`src/rtl/lcd_pkg.sv`:
```
// Shared definitions for the HD44780-style LCD bus engines: bus timing defaults,
// the read-engine state encoding and the microsecond-to-cycle conversion.
package lcd_pkg;

  localparam int unsigned LCD_TIMER_W    = 21;
  localparam int unsigned LCD_FREQ_HZ    = 50_000_000;
  localparam int unsigned LCD_SETUP_US   = 1;
  localparam int unsigned LCD_E_HIGH_US  = 3;
  localparam int unsigned LCD_SAMPLE_US  = 2;
  localparam int unsigned LCD_HOLD_US    = 1;
  localparam int unsigned LCD_GAP_US     = 2;
  localparam int unsigned LCD_POLL_LIMIT = 1000;

  typedef enum logic [2:0] {
    IDLE,
    SETUP,
    E_HIGH,
    HOLD,
    GAP,
    DONE
  } rd_state_e;

  // 64-bit intermediate keeps us*freq from overflowing at high clock rates.
  function automatic int unsigned us2cyc(input int unsigned us, input int unsigned freq);
    return int'((64'(us) * 64'(freq)) / 64'd1_000_000);
  endfunction

endpackage

```
`src/rtl/lcd_delay_timer.sv`:
```
// Free-running 21-bit cycle counter used by the LCD engines to time bus phases;
// i_clear restarts it from zero on the following cycle.
module lcd_delay_timer
  import lcd_pkg::*;
(
  input  logic                   CLK,
  input  logic                   RST,
  input  logic                   i_clear,
  output logic [LCD_TIMER_W-1:0] o_count
);

  logic [LCD_TIMER_W-1:0] r_count;

  // NOTE: non-blocking assignment so every flop samples pre-edge values.
  always_ff @(posedge CLK) begin
    if (RST || i_clear) r_count <= '0;
    else                r_count <= r_count + LCD_TIMER_W'(1);
  end

  assign o_count = r_count;

endmodule

```
`src/rtl/lcd_read_transfer.sv`:
```
// One HD44780 bus read (RW=1): setup, E pulse with mid-pulse data sample, hold.
// Optionally re-reads the busy flag until it clears or the poll limit is hit.
module lcd_read_transfer
  import lcd_pkg::*;
#(
  parameter int unsigned FREQ       = LCD_FREQ_HZ,
  parameter int unsigned SETUP_US   = LCD_SETUP_US,
  parameter int unsigned E_HIGH_US  = LCD_E_HIGH_US,
  parameter int unsigned SAMPLE_US  = LCD_SAMPLE_US,
  parameter int unsigned HOLD_US    = LCD_HOLD_US,
  parameter int unsigned GAP_US     = LCD_GAP_US,
  parameter int unsigned POLL_LIMIT = LCD_POLL_LIMIT
) (
  input  logic       CLK,
  input  logic       RST,
  input  logic       readReq,
  input  logic       readRS,
  input  logic       pollBusy,
  input  logic [7:0] LCD_D_IN,
  output logic       LCD_D_OE,
  output logic       LCD_RS,
  output logic       LCD_RW,
  output logic       LCD_E,
  output logic [7:0] readData,
  output logic       busyFlag,
  output logic [6:0] addrCounter,
  output logic       readDone,
  output logic       timeoutErr
);

  localparam logic [LCD_TIMER_W-1:0] SETUP_LAST  = LCD_TIMER_W'(us2cyc(SETUP_US, FREQ) - 1);
  localparam logic [LCD_TIMER_W-1:0] E_HIGH_LAST = LCD_TIMER_W'(us2cyc(E_HIGH_US, FREQ) - 1);
  localparam logic [LCD_TIMER_W-1:0] SAMPLE_LAST = LCD_TIMER_W'(us2cyc(SAMPLE_US, FREQ) - 1);
  localparam logic [LCD_TIMER_W-1:0] HOLD_LAST   = LCD_TIMER_W'(us2cyc(HOLD_US, FREQ) - 1);
  localparam logic [LCD_TIMER_W-1:0] GAP_LAST    = LCD_TIMER_W'(us2cyc(GAP_US, FREQ) - 1);
  localparam int unsigned            CNT_W       = $clog2(POLL_LIMIT + 1);

  rd_state_e              r_state;
  rd_state_e              w_next_state;
  logic                   r_rs;
  logic                   r_poll;
  logic [CNT_W-1:0]       r_poll_cnt;
  logic [7:0]             r_data;
  logic                   r_timeout;

  logic [LCD_TIMER_W-1:0] w_timer;
  logic                   w_timer_clear;
  logic                   w_accept;
  logic                   w_sample;
  logic                   w_hold_end;
  logic [CNT_W-1:0]       w_poll_cnt_inc;
  logic                   w_limit_hit;
  logic                   w_still_busy;

  lcd_delay_timer u_timer (
    .CLK     (CLK),
    .RST     (RST),
    .i_clear (w_timer_clear),
    .o_count (w_timer)
  );

  assign w_poll_cnt_inc = r_poll_cnt + CNT_W'(1);
  assign w_limit_hit    = (w_poll_cnt_inc >= CNT_W'(POLL_LIMIT));
  assign w_still_busy   = r_poll && r_data[7];
  assign w_accept       = (r_state == IDLE) && readReq;
  // Every state change restarts the phase timer at zero.
  assign w_timer_clear  = (w_next_state != r_state);

  // NOTE: defaults first so no path leaves a signal unassigned (no latch).
  always_comb begin
    w_next_state = r_state;
    w_sample     = 1'b0;
    w_hold_end   = 1'b0;
    case (r_state)
      IDLE:   if (readReq) w_next_state = SETUP;
      SETUP:  if (w_timer == SETUP_LAST) w_next_state = E_HIGH;
      E_HIGH: begin
        w_sample = (w_timer == SAMPLE_LAST);
        if (w_timer == E_HIGH_LAST) w_next_state = HOLD;
      end
      HOLD: begin
        if (w_timer == HOLD_LAST) begin
          w_hold_end   = 1'b1;
          w_next_state = (w_still_busy && !w_limit_hit) ? GAP : DONE;
        end
      end
      GAP:    if (w_timer == GAP_LAST) w_next_state = SETUP;
      DONE:   w_next_state = IDLE;
      default: w_next_state = IDLE;
    endcase
  end

  always_ff @(posedge CLK) begin
    if (RST) begin
      r_state    <= IDLE;
      r_rs       <= 1'b0;
      r_poll     <= 1'b0;
      r_poll_cnt <= '0;
      r_data     <= '0;
      r_timeout  <= 1'b0;
    end else begin
      r_state <= w_next_state;
      if (w_accept) begin
        r_rs       <= pollBusy ? 1'b0 : readRS;
        r_poll     <= pollBusy;
        r_poll_cnt <= '0;
        r_timeout  <= 1'b0;
      end
      if (w_sample) r_data <= LCD_D_IN;
      if (w_hold_end) begin
        r_poll_cnt <= w_poll_cnt_inc;
        if (w_still_busy && w_limit_hit) r_timeout <= 1'b1;
      end
    end
  end

  // Bus pins decode straight from state so E can never glitch outside E_HIGH.
  assign LCD_D_OE    = 1'b0;
  assign LCD_RW      = (r_state == SETUP) || (r_state == E_HIGH) || (r_state == HOLD);
  assign LCD_RS      = LCD_RW && r_rs;
  assign LCD_E       = (r_state == E_HIGH);
  assign readDone    = (r_state == DONE);
  assign readData    = r_data;
  assign busyFlag    = r_data[7];
  assign addrCounter = r_data[6:0];
  assign timeoutErr  = r_timeout;

endmodule

```
`config.mk`:
```
export PLATFORM = sky130hd
export DESIGN_NAME = lcd_read_transfer
export DESIGN_NICKNAME = d
export VERILOG_FILES = /design/src/rtl/lcd_pkg.sv /design/src/rtl/lcd_delay_timer.sv /design/src/rtl/lcd_read_transfer.sv
export SDC_FILE = /design/constraint.sdc
export NUM_CORES = 1
export LEC_CHECK = 0
export CORE_ASPECT_RATIO = 0.6
export CORE_MARGIN = 4
export CORE_UTILIZATION = 54
export CTS_CLUSTER_SIZE = 20
export DETAILED_ROUTE_END_ITERATION = 16
export PLACE_DENSITY_LB_ADDON = 0.3
export SYNTH_ARGS = -nofsm -noshare
export SYNTH_HDL_FRONTEND = slang
export SYNTH_HIERARCHICAL = 1
export SYNTH_SLANG_ARGS = --single-unit
export TNS_END_PERCENT = 20
```
`constraint.sdc`:
```
create_clock -name CLK -period 2.8 [get_ports CLK]
set_input_delay 0.42 -clock CLK [delete_from_list [all_inputs] [get_ports CLK]]
set_output_delay 0.42 -clock CLK [all_outputs]
set_load 0.05 [all_outputs]
```
==> reports/results.ini <==
[outcome]
status=finished clean

[timing]
hold_viol_final=0
fmax_mhz=405.0
period_minus_slack_ns=2.469
final-setup-viol-count=0
slew_viol_final=0
finalSetupTns_ns=0
post-route-period-util=0.8819
rsz0062_at_grt=false
slew_headroom=0.6332
fin_worst_skew_ns=0.005855
max_slew.worst_pin.slew_ns=0.5485

[cells_and_area]
antenna_cells=0
regArea_um2=900.9
final_util=0.6667
syn_to_final_growth_pct=16.09
fin_area_um2=2808
drive_above_1_share=0.08442
multi_input_area_um2=1374
final_nets=323
fillers=350

[drt]
drcViolationCount=0
wl_per_cell_um=14.49
viasPerCell=5.769
wl_um=5332
antenna_left=0
wl_met3_um=499
dr.pass1.iters=4
num_vias=2123
wl_met1_um=2814
drt_iter0_markers=161
routed.top_layer=met4
wl_met2_um=2004

[yosys]
synthTopCellsByCount=dfxtp_1, nor2_1, nand2_1, a21oi_1, nand3_1
postSynthCellCount=285
ys.flop_type=dfxtp_1
synthDominantAreaCellType=dfxtp_1
syn_area_um2=2419
yosysMostFrequentCell=dfxtp_1
synth.avg_cell_area_um2=8.486
synth_top_area_frac=0.3725
synth_cell_types=50
synth.area.top_cells=dfxtp_1, nor2_1, a21oi_1
synthArstFlopShare=0
syn-num-nets=301
yosysWarnings=6
ys_ff_latch=45
yosysSeqAreaShare=0.3725
synth-edff-count=0

[pwr]
cellLeakagePower_nw=0.9415
max-vdd-ir-drop_mv=0.3122
p_comb_frac=0.065
p_int_w=0.0008485
p_clk_frac=0.349
swShare=0.2363
power_frac_seq=0.586
power.density_nw_per_um2=395.7
power.switching_w=0.0002626

[worst_setup_path]
path_buf_inv=2
endpoint=readDone
cp-startpoint=r_state[2]
cp_top_family=buffers and inverters
reg2reg_slack_ns=0.63
crit_type=flip-flop to output port
timing.rr.start=u_timer/o_count[4]
worstPathRequired_ns=2.38
path_cells=inv_1, nor3b_1, clkdlybuf4s50_1
critical_path_depth=3
rr_endpoint=u_timer/o_count[4]
critical-path-slowest-cell=clkdlybuf4s50_1
cpPeakStageDelay_ns=0.86
end_kind=output port
start_kind=flip-flop
rr_worst_depth=6
arrival_ns=2.05
cp_max_fo=7

[global_route]
grt.overflow.total=0
grt_pass1_wl_um=9252
grt_pass1_vias=1940
grt_use_total=0.2089
antenna_found_initial=0
grt_max_degree=20

[placement]
routabilityCongestion=0.8381
dpl_cell_area_um2=2721
hpwl_um=4016
portBuffers=33

[floorplanning]
start_util=0.5743
die_y_um=59.84
die_x_um=94.40
die_area_um2=5649
io_pins=35
num_rows=18
coreArea_um2=4212

[clock_network]
clock_latency_ns=0.29
cts_root_buffer=clkbuf_8
postCtsSetupBuffers=0
cts_inserted_buffers=5
postCtsResizedCells=0
cts_max_path_buffers=2
clk_pin_slew_ns=0.08
postCtsHoldBufs=0
htreeDepth=2
clock_sinks=45
cts_tree=done

[flow_run]
drv_cap=0

[min_path]
hp-class=flip-flop to flip-flop

[cell usage in the layout (no fill, tap or decap), types with 3 or more instances in the layout]
master and count:
nand3_1 15, a31oi_1 8, o211ai_1 4, ha_1 3
o21ai_0 12, nor3_1 6, nor2_1 27, clkdlybuf4s50_1 33
or3_1 7, and3_1 4, nand2_1 20, and2_1 3
or4_1 4, a21oi_1 19, and4_1 3, dfxtp_1 45
inv_1 7, nor2b_1 3, clkbuf_8 5, nand2b_1 3
nand3b_1 3, o31ai_1 3, mux2i_1 9, xor2_1 4
xnor2_1 9, nor4_1 4, nand4_1 11
[tightest hold or removal path: stages, from the launching register on]
cell	delay, ns
dfxtp_1	0.32
nand2_1	0.05
a21oi_1	0.05
[through the flow]
step           instances  hold slack (ns)  total power, W  setup WS (ns)
3_3_place_gp         360           0.4459       0.0007368         0.6793
4_1_cts              368           0.4663        0.001120         0.3320
6_report             368           0.4673        0.001111         0.3308
3_5_place_dp         360           0.4516       0.0007376         0.6519
2_1_floorplan        285           0.4273       0.0007086        0.08695
5_1_grt              368           0.5075        0.001161         0.2054
[flip-flops by register name, indices dropped and copies added, names as in the netlist]
signal	flops
r_state	3
r_poll	1
timeoutErr	1
readData	8
r_poll_cnt	10
u_timer/o_count	21
r_rs	1
[power groups by stage]
stage / sequential [W] / combinational (W) / clock (W)
2_1_floorplan: 0.000664 / 0.0000442 / 0
3_3_place_gp: 0.000666 / 0.0000711 / 0
3_5_place_dp: 0.000666 / 0.0000716 / 0
4_1_cts: 0.000651 / 0.0000718 / 0.000397
5_1_grt: 0.000653 / 0.0000791 / 0.000429
6_report: 0.000651 / 0.0000720 / 0.000388
[worst min path at each step]
| stage | startpoint | endpoint | slack (ns) | cells past startpoint |
|---|---|---|---|---|
| 4_1_cts | r_rs | r_rs | 0.47 | 2 |
| 2_1_floorplan | r_rs | r_rs | 0.43 | 2 |
| 5_1_grt | r_rs | r_rs | 0.51 | 2 |
| 3_5_place_dp | r_rs | r_rs | 0.45 | 2 |
| 3_3_place_gp | r_poll | r_poll | 0.45 | 2 |
| 6_report | r_rs | r_rs | 0.47 | 2 |
[cell families after synthesis]
family	synth area share
compound gates	0.1283
xor+xnor	0.04708
fa+ha+maj	0.01552
buf+inv	0.06156
flops	0.3725
mux	0.03725
other cells	0.001551
simple gates	0.3363
[routing by layer]
layer / vias to the layer above / GRT usage
met2: 79 / 0.2661
met4: 0 / 0.03086
met3: 2 / 0.07925
met1: 962 / 0.3285
met5: - / 0
li1: 1080 / -
[cell type report]
cell class	instances	share of cell area
clock inverters	3	0.006239
repair buffers	35	0.1230
well taps	60	0.02674
flip-flops and latches	45	0.3209
clock buffers	5	0.02451
multi-input cells	213	0.4893
inverters	7	0.009358
Power figures use the tool's default switching activity.
